$ cat config.mk
export PLATFORM = sky130hd
export DESIGN_NAME = msdap_conv_sched
export DESIGN_NICKNAME = d
export VERILOG_FILES = /design/src/rtl/msdap_conv_sched.sv
export SDC_FILE = /design/constraint.sdc
export NUM_CORES = 1
export LEC_CHECK = 0
export CELL_PAD_IN_SITES_DETAIL_PLACEMENT = 0
export CELL_PAD_IN_SITES_GLOBAL_PLACEMENT = 2
export CORE_MARGIN = 4
export CORE_UTILIZATION = 30
export CTS_BUF_LIST = sky130_fd_sc_hd__clkbuf_8
export DETAILED_ROUTE_END_ITERATION = 16
export PLACE_DENSITY = 0.79
export RECOVER_POWER = 25
export SYNTH_ARGS = -nofsm -noshare
export SYNTH_HDL_FRONTEND = slang
export SYNTH_SLANG_ARGS = --single-unit
$ cat constraint.sdc
create_clock -name sClk -period 4.1 [get_ports sClk]
set_input_delay 0.82 -clock sClk [delete_from_list [all_inputs] [get_ports sClk]]
set_output_delay 0.82 -clock sClk [all_outputs]
set_load 0.02 [all_outputs]
$ cat src/rtl/msdap_conv_sched.sv
// MSDAP convolution scheduler: walks 16 Rj groups of signed-delay coefficients and accumulates one output sample.
// Define MSDAP_SCHED_OVF_EN to add the sticky accumulator-overflow output ovf.
module msdap_conv_sched (
   input  logic        sClk,
   input  logic        reset,
   input  logic        start_calc,
   input  logic        clear,
   input  logic [7:0]  newest_ptr,
   input  logic [8:0]  samples_seen,
   output logic [3:0]  rj_addr,
   input  logic [15:0] rj_data,
   output logic [8:0]  coef_addr,
   input  logic [15:0] coef_data,
   output logic [7:0]  data_addr,
   input  logic [15:0] data_in,
   output logic        busy,
   output logic        out_valid,
   output logic [39:0] y_out
`ifdef MSDAP_SCHED_OVF_EN
   ,
   output logic        ovf
`endif
);

   localparam int unsigned ACC_W  = 40;
   localparam int unsigned SMP_W  = 16;
   localparam int unsigned CNT_W  = 16;
   localparam int unsigned J_W    = 4;
   localparam int unsigned CA_W   = 9;
   localparam int unsigned DA_W   = 8;
   localparam int unsigned K_W    = 8;
   localparam int unsigned EXT_W  = ACC_W - SMP_W - 16;

   typedef enum logic [2:0] {
      IDLE   = 3'd0,
      RJ_RD  = 3'd1,
      RJ_LAT = 3'd2,
      C_RD   = 3'd3,
      D_RD   = 3'd4,
      ACC    = 3'd5,
      SHIFT  = 3'd6,
      DONE   = 3'd7
   } state_t;

   state_t             state_q, state_d;
   logic [ACC_W-1:0]   acc_q, acc_d;
   logic [J_W-1:0]     j_q, j_d;
   logic [CNT_W-1:0]   cnt_q, cnt_d;
   logic [CA_W-1:0]    coef_addr_q, coef_addr_d;
   logic [DA_W-1:0]    data_addr_q, data_addr_d;
   logic               sign_q, sign_d;
   logic [K_W-1:0]     k_q, k_d;
   logic               busy_q, busy_d;
   logic               out_valid_q, out_valid_d;
   logic [ACC_W-1:0]   y_out_q, y_out_d;

   logic [DA_W-1:0]    data_addr_c;
   logic [ACC_W-1:0]   term_c;
   logic [ACC_W-1:0]   sum_c;
   logic [ACC_W-1:0]   dif_c;
   logic               term_use_c;
   logic               unused_coef_bits;

`ifdef MSDAP_SCHED_OVF_EN
   logic               ovf_q, ovf_d;
   logic               ovf_add_c;
   logic               ovf_sub_c;
`endif

   // Delay-line address of x[n-k] and the sample scaled into acc bits 39:16.
   assign data_addr_c = newest_ptr - coef_data[K_W-1:0];
   assign term_c      = {{EXT_W{data_in[SMP_W-1]}}, data_in, 16'h0000};
   assign sum_c       = acc_q + term_c;
   assign dif_c       = acc_q - term_c;
   assign term_use_c  = ({1'b0, k_q} < samples_seen);

   assign unused_coef_bits = ^coef_data[15:9];

`ifdef MSDAP_SCHED_OVF_EN
   assign ovf_add_c = (acc_q[ACC_W-1] == term_c[ACC_W-1]) && (sum_c[ACC_W-1] != acc_q[ACC_W-1]);
   assign ovf_sub_c = (acc_q[ACC_W-1] != term_c[ACC_W-1]) && (dif_c[ACC_W-1] != acc_q[ACC_W-1]);
   assign ovf       = ovf_q;
`endif

   // Data address must be on the bus during D_RD so the sample arrives in ACC.
   assign data_addr = (state_q == D_RD) ? data_addr_c : data_addr_q;
   assign rj_addr   = j_q;
   assign coef_addr = coef_addr_q;
   assign busy      = busy_q;
   assign out_valid = out_valid_q;
   assign y_out     = y_out_q;

   always_comb begin
      state_d     = state_q;
      acc_d       = acc_q;
      j_d         = j_q;
      cnt_d       = cnt_q;
      coef_addr_d = coef_addr_q;
      data_addr_d = data_addr_q;
      sign_d      = sign_q;
      k_d         = k_q;
      out_valid_d = 1'b0;
      y_out_d     = y_out_q;
`ifdef MSDAP_SCHED_OVF_EN
      ovf_d       = ovf_q;
`endif

      if (clear) begin
         state_d = IDLE;
      end else begin
         case (state_q)
            IDLE: begin
               if (start_calc) begin
                  state_d     = RJ_RD;
                  acc_d       = '0;
                  j_d         = '0;
                  coef_addr_d = '0;
`ifdef MSDAP_SCHED_OVF_EN
                  ovf_d       = 1'b0;
`endif
               end
            end
            RJ_RD: begin
               state_d = RJ_LAT;
            end
            RJ_LAT: begin
               cnt_d   = rj_data;
               state_d = (rj_data != CNT_W'(0)) ? C_RD : SHIFT;
            end
            C_RD: begin
               state_d = D_RD;
            end
            D_RD: begin
               data_addr_d = data_addr_c;
               sign_d      = coef_data[8];
               k_d         = coef_data[K_W-1:0];
               state_d     = ACC;
            end
            ACC: begin
               if (term_use_c) begin
                  acc_d = sign_q ? dif_c : sum_c;
`ifdef MSDAP_SCHED_OVF_EN
                  if (sign_q ? ovf_sub_c : ovf_add_c) begin
                     ovf_d = 1'b1;
                  end
`endif
               end
               coef_addr_d = coef_addr_q + CA_W'(1);
               cnt_d       = cnt_q - CNT_W'(1);
               state_d     = (cnt_q != CNT_W'(1)) ? C_RD : SHIFT;
            end
            SHIFT: begin
               acc_d   = {acc_q[ACC_W-1], acc_q[ACC_W-1:1]};
               j_d     = j_q + J_W'(1);
               state_d = (j_q == J_W'(15)) ? DONE : RJ_RD;
            end
            DONE: begin
               y_out_d     = acc_q;
               out_valid_d = 1'b1;
               state_d     = IDLE;
            end
            default: begin
               state_d = IDLE;
            end
         endcase
      end

      busy_d = (state_d != IDLE);
   end

   always_ff @(posedge sClk or posedge reset) begin
      if (reset) begin
         state_q     <= IDLE;
         acc_q       <= '0;
         j_q         <= '0;
         cnt_q       <= '0;
         coef_addr_q <= '0;
         data_addr_q <= '0;
         sign_q      <= 1'b0;
         k_q         <= '0;
         busy_q      <= 1'b0;
         out_valid_q <= 1'b0;
         y_out_q     <= '0;
`ifdef MSDAP_SCHED_OVF_EN
         ovf_q       <= 1'b0;
`endif
      end else begin
         state_q     <= state_d;
         acc_q       <= acc_d;
         j_q         <= j_d;
         cnt_q       <= cnt_d;
         coef_addr_q <= coef_addr_d;
         data_addr_q <= data_addr_d;
         sign_q      <= sign_d;
         k_q         <= k_d;
         busy_q      <= busy_d;
         out_valid_q <= out_valid_d;
         y_out_q     <= y_out_d;
`ifdef MSDAP_SCHED_OVF_EN
         ovf_q       <= ovf_d;
`endif
      end
   end

endmodule

==> impl_metrics.toml <==
[logic_synthesis]
syn-cell-area_mm2 = 0.00788
synth_area_leader_cell = "dfrtp_1"
synth_ff_type = "dfrtp_1"
synth.avg_cell_area_um2 = 8.23
async_flop_share_pct = 100
synthCells = 958
synthSimpleGateAreaFrac_pct = 23.2
synth_compound_area_share_pct = 18.6
ys_types = 60
synth_nets = 1072
ys_seq_area_share_pct = 41.6
synth.top_cell.area_share_pct = 41.6
synth_fa_ha_area_share_pct = 7.33
synth-seq-cells = 131
synth_xor_area_share_pct = 4.11
muxShareOfSynthArea_pct = 1.08
synth_edf_count = 0
synth_warnings = 0
synthTopCellsByArea = "dfrtp_1, nand2_1, ha_1"
synth_top_family_by_area = "simple AND/OR/NAND/NOR gates"

[clocking]
clock-root-buffer = "clkbuf_8"
cts-hold-fix-buffers = 0
clk_latency_ns = 0.45
clockBufferDepth = 2
cts.sinks = 131
cts_tree = "done"
cts_setup_buffers = 0
htreeDepth = 4
cts_buffers = 17
path_clk_slew_ns = 0.08

[floorplan]
ios = 132
initial_core_util_pct = 30.3
coreArea_mm2 = 0.0260
die-width_um = 170
fp.dieArea_mm2 = 0.0289
dieHeight_um = 170
rows = 59

[power]
p_total_mw = 4.62
ir_drop_mv = 0.189
p_per_area_mw_per_mm2 = 440
p_leak_nw = 4.78

[layout]
drive_gt1_share_pct = 12.9
nets = 1263
final_area_mm2 = 0.0105
final_cells = 1497
post-route-util_pct = 40.5
fill_cells = 2688
antenna_cells = 0
area_growth_pct = 33.4

[drt]
drc = 0
routed-via-count = 7181
drtIter0Drc = 452
via_per_inst = 4.80
post_drt_wl_per_cell_um = 14.8
drtAntennaViolNets = 0
wirelength_um = 22100
first_pass_iters = 5

[setup_path]
worstPathCellList = "clkdlybuf4s50_1, ha_1, nor2b_1, o21ai_1, a21oi_1, o21ai_1, a21oi_1, o21a_1, or4_4, nand3_2, buf_6"
worst-path-buf-inv = 2
cp_top_family = "compound AO/OA/AOI/OAI gates"
critPathCaptureType = "primary output"
slowest_delay_ns = 0.48
crit_type = "primary input to primary output"
worstPathArrival_ns = 3.14
crit_required_ns = 3.28
path_max_fanout = 2
startpoint_type = "primary input"
cp_slowest_cell = "or4_4"

[placed_design]
dp_cells = 1465
hpwlAfterDp_um = 15900
place_area_mm2 = 0.0101
port_buffers = 124
globalplace.congestion = 0.836

[sta]
setup_viol = 0
hold_violations = 0
tightest_slew_ns = 1.85
relSlewSlack_pct = -23.2
finalMaxSlewViolations = 132
post-route-min-period_ns = 3.96
fmax_mhz = 252
timing.final.crit_share_pct = 96.7
skew_ns = 0.0159

[grt]
antenna_found_initial = 0
grt_pass1_wl_um = 36700
grt_overflow = 0
grt_usage_pct = 15.4
grt_max_degree = 132
grt_pass1_vias = 6976

[min_path]
worstHoldPathType = "flop to flop"

[run]
cap_violations = 1

[outcome]
status = "finished, violations left"
violations = "capacitance limit, slew limit"
==> layer usage <==
| layer | up-vias | wire, µm | GRT usage [%] |
|---|---|---|---|
| li1 | 3716 | - | - |
| met1 | 3365 | 11000 | 22.1 |
| met2 | 91 | 10300 | 24.8 |
| met3 | 9 | 640 | 2.18 |
| met4 | 0 | 159 | 3.33 |
| met5 | - | 0 | 0 |
==> final cells by class <==
class                   instances  area [µm²]  area share, %
clock buffers                  18         248           2.36
clock inverters                14         154           1.46
inverters                      40         154           1.46
multi-input cells             744        4340           41.3
flip-flops and latches        131        3280           31.2
well taps                     335         419           3.99
repair buffers                215        1920           18.3
==> metrics by stage <==
step                setup slack (ns)  hold WS, ns  TNS, ns
floorplan                      0.336        0.437        0
global placement              -0.543        0.451    -2.64
detailed placement            -0.500        0.455    -2.88
CTS                          -0.0304        0.476  -0.0304
global route                 -0.0189        0.503  -0.0189
finish                         0.136        0.470        0
==> report_power, final <==
group          total [mW]  internal [mW]  switching, mW  leakage [nW]
registers            1.66           1.47          0.186          1.74
logic                1.82          0.878          0.945          2.84
clock network        1.14          0.565          0.579         0.202
total                4.62           2.91           1.71          4.78
==> cell usage after synthesis (15+ instances only) <==
master / n
xor2_1: 15
a21oi_1: 73
ha_1: 43
o21ai_0: 88
nand3_1: 27
nor3_1: 17
clkbuf_1: 36
inv_1: 40
dfrtp_1: 131
nand2_1: 228
a22oi_1: 16
nor2_1: 73
xnor2_1: 22
==> registers in the layout, summed over array words and instances (netlist names) <==
register / cells
acc_q: 40
out_valid: 1
coef_addr: 9
data_addr_q: 8
sign_q: 1
y_out: 40
busy: 1
cnt_q: 16
state_q: 3
k_q: 8
rj_addr: 4
==> tightest hold or removal path, cell delays in order, from the launching register on <==
cell and delay [ns]:
dfrtp_1 0.34, nand2_1 0.05, nand2_1 0.05
==> cells by family (layout without fill, tap and decap cells) <==
| group | Yosys count | in the layout |
|---|---|---|
| AOI/OAI and AO/OA | 242 | 242 |
| adders and majority gates | 45 | 45 |
| and+or+nand+nor | 413 | 413 |
| muxes | 7 | 7 |
| xor gates and xnor gates | 37 | 37 |
| buffers and inverters | 83 | 287 |
| DFF | 131 | 131 |
==> final timing paths <==
kind                       slack (ns)  cells after the start            to           from
setup reg to reg                 0.94                     12     acc_q[32]         sign_q
setup / recovery                 0.14                     11  data_addr[7]  newest_ptr[1]
max in group asynchronous        1.42                      3      cnt_q[3]          reset
min in group asynchronous        1.56                      3      y_out[4]          reset
hold reg to reg                  0.47                      2        k_q[0]         k_q[0]
hold / removal                   0.47                      2        k_q[0]         k_q[0]
==> cells in the final DEF (no fill, tap or decap), types with 22 or more instances in the layout <==
master,instances
a21oi_1,72
buf_4,90
clkdlybuf4s50_1,117
dfrtp_1,131
ha_1,43
inv_1,39
nand2_1,227
nand3_1,25
nor2_1,71
o21ai_0,86
xnor2_1,22
==> timing repair <==
| item | in CTS | in global routing |
|---|---|---|
| gates resized for setup | 8 | 18 |
| endpoints found under the setup margin | 4 | 8 |
| pin swaps | 0 | 5 |
| cloned | 0 | 0 |
(Power assumes the default switching activity.)
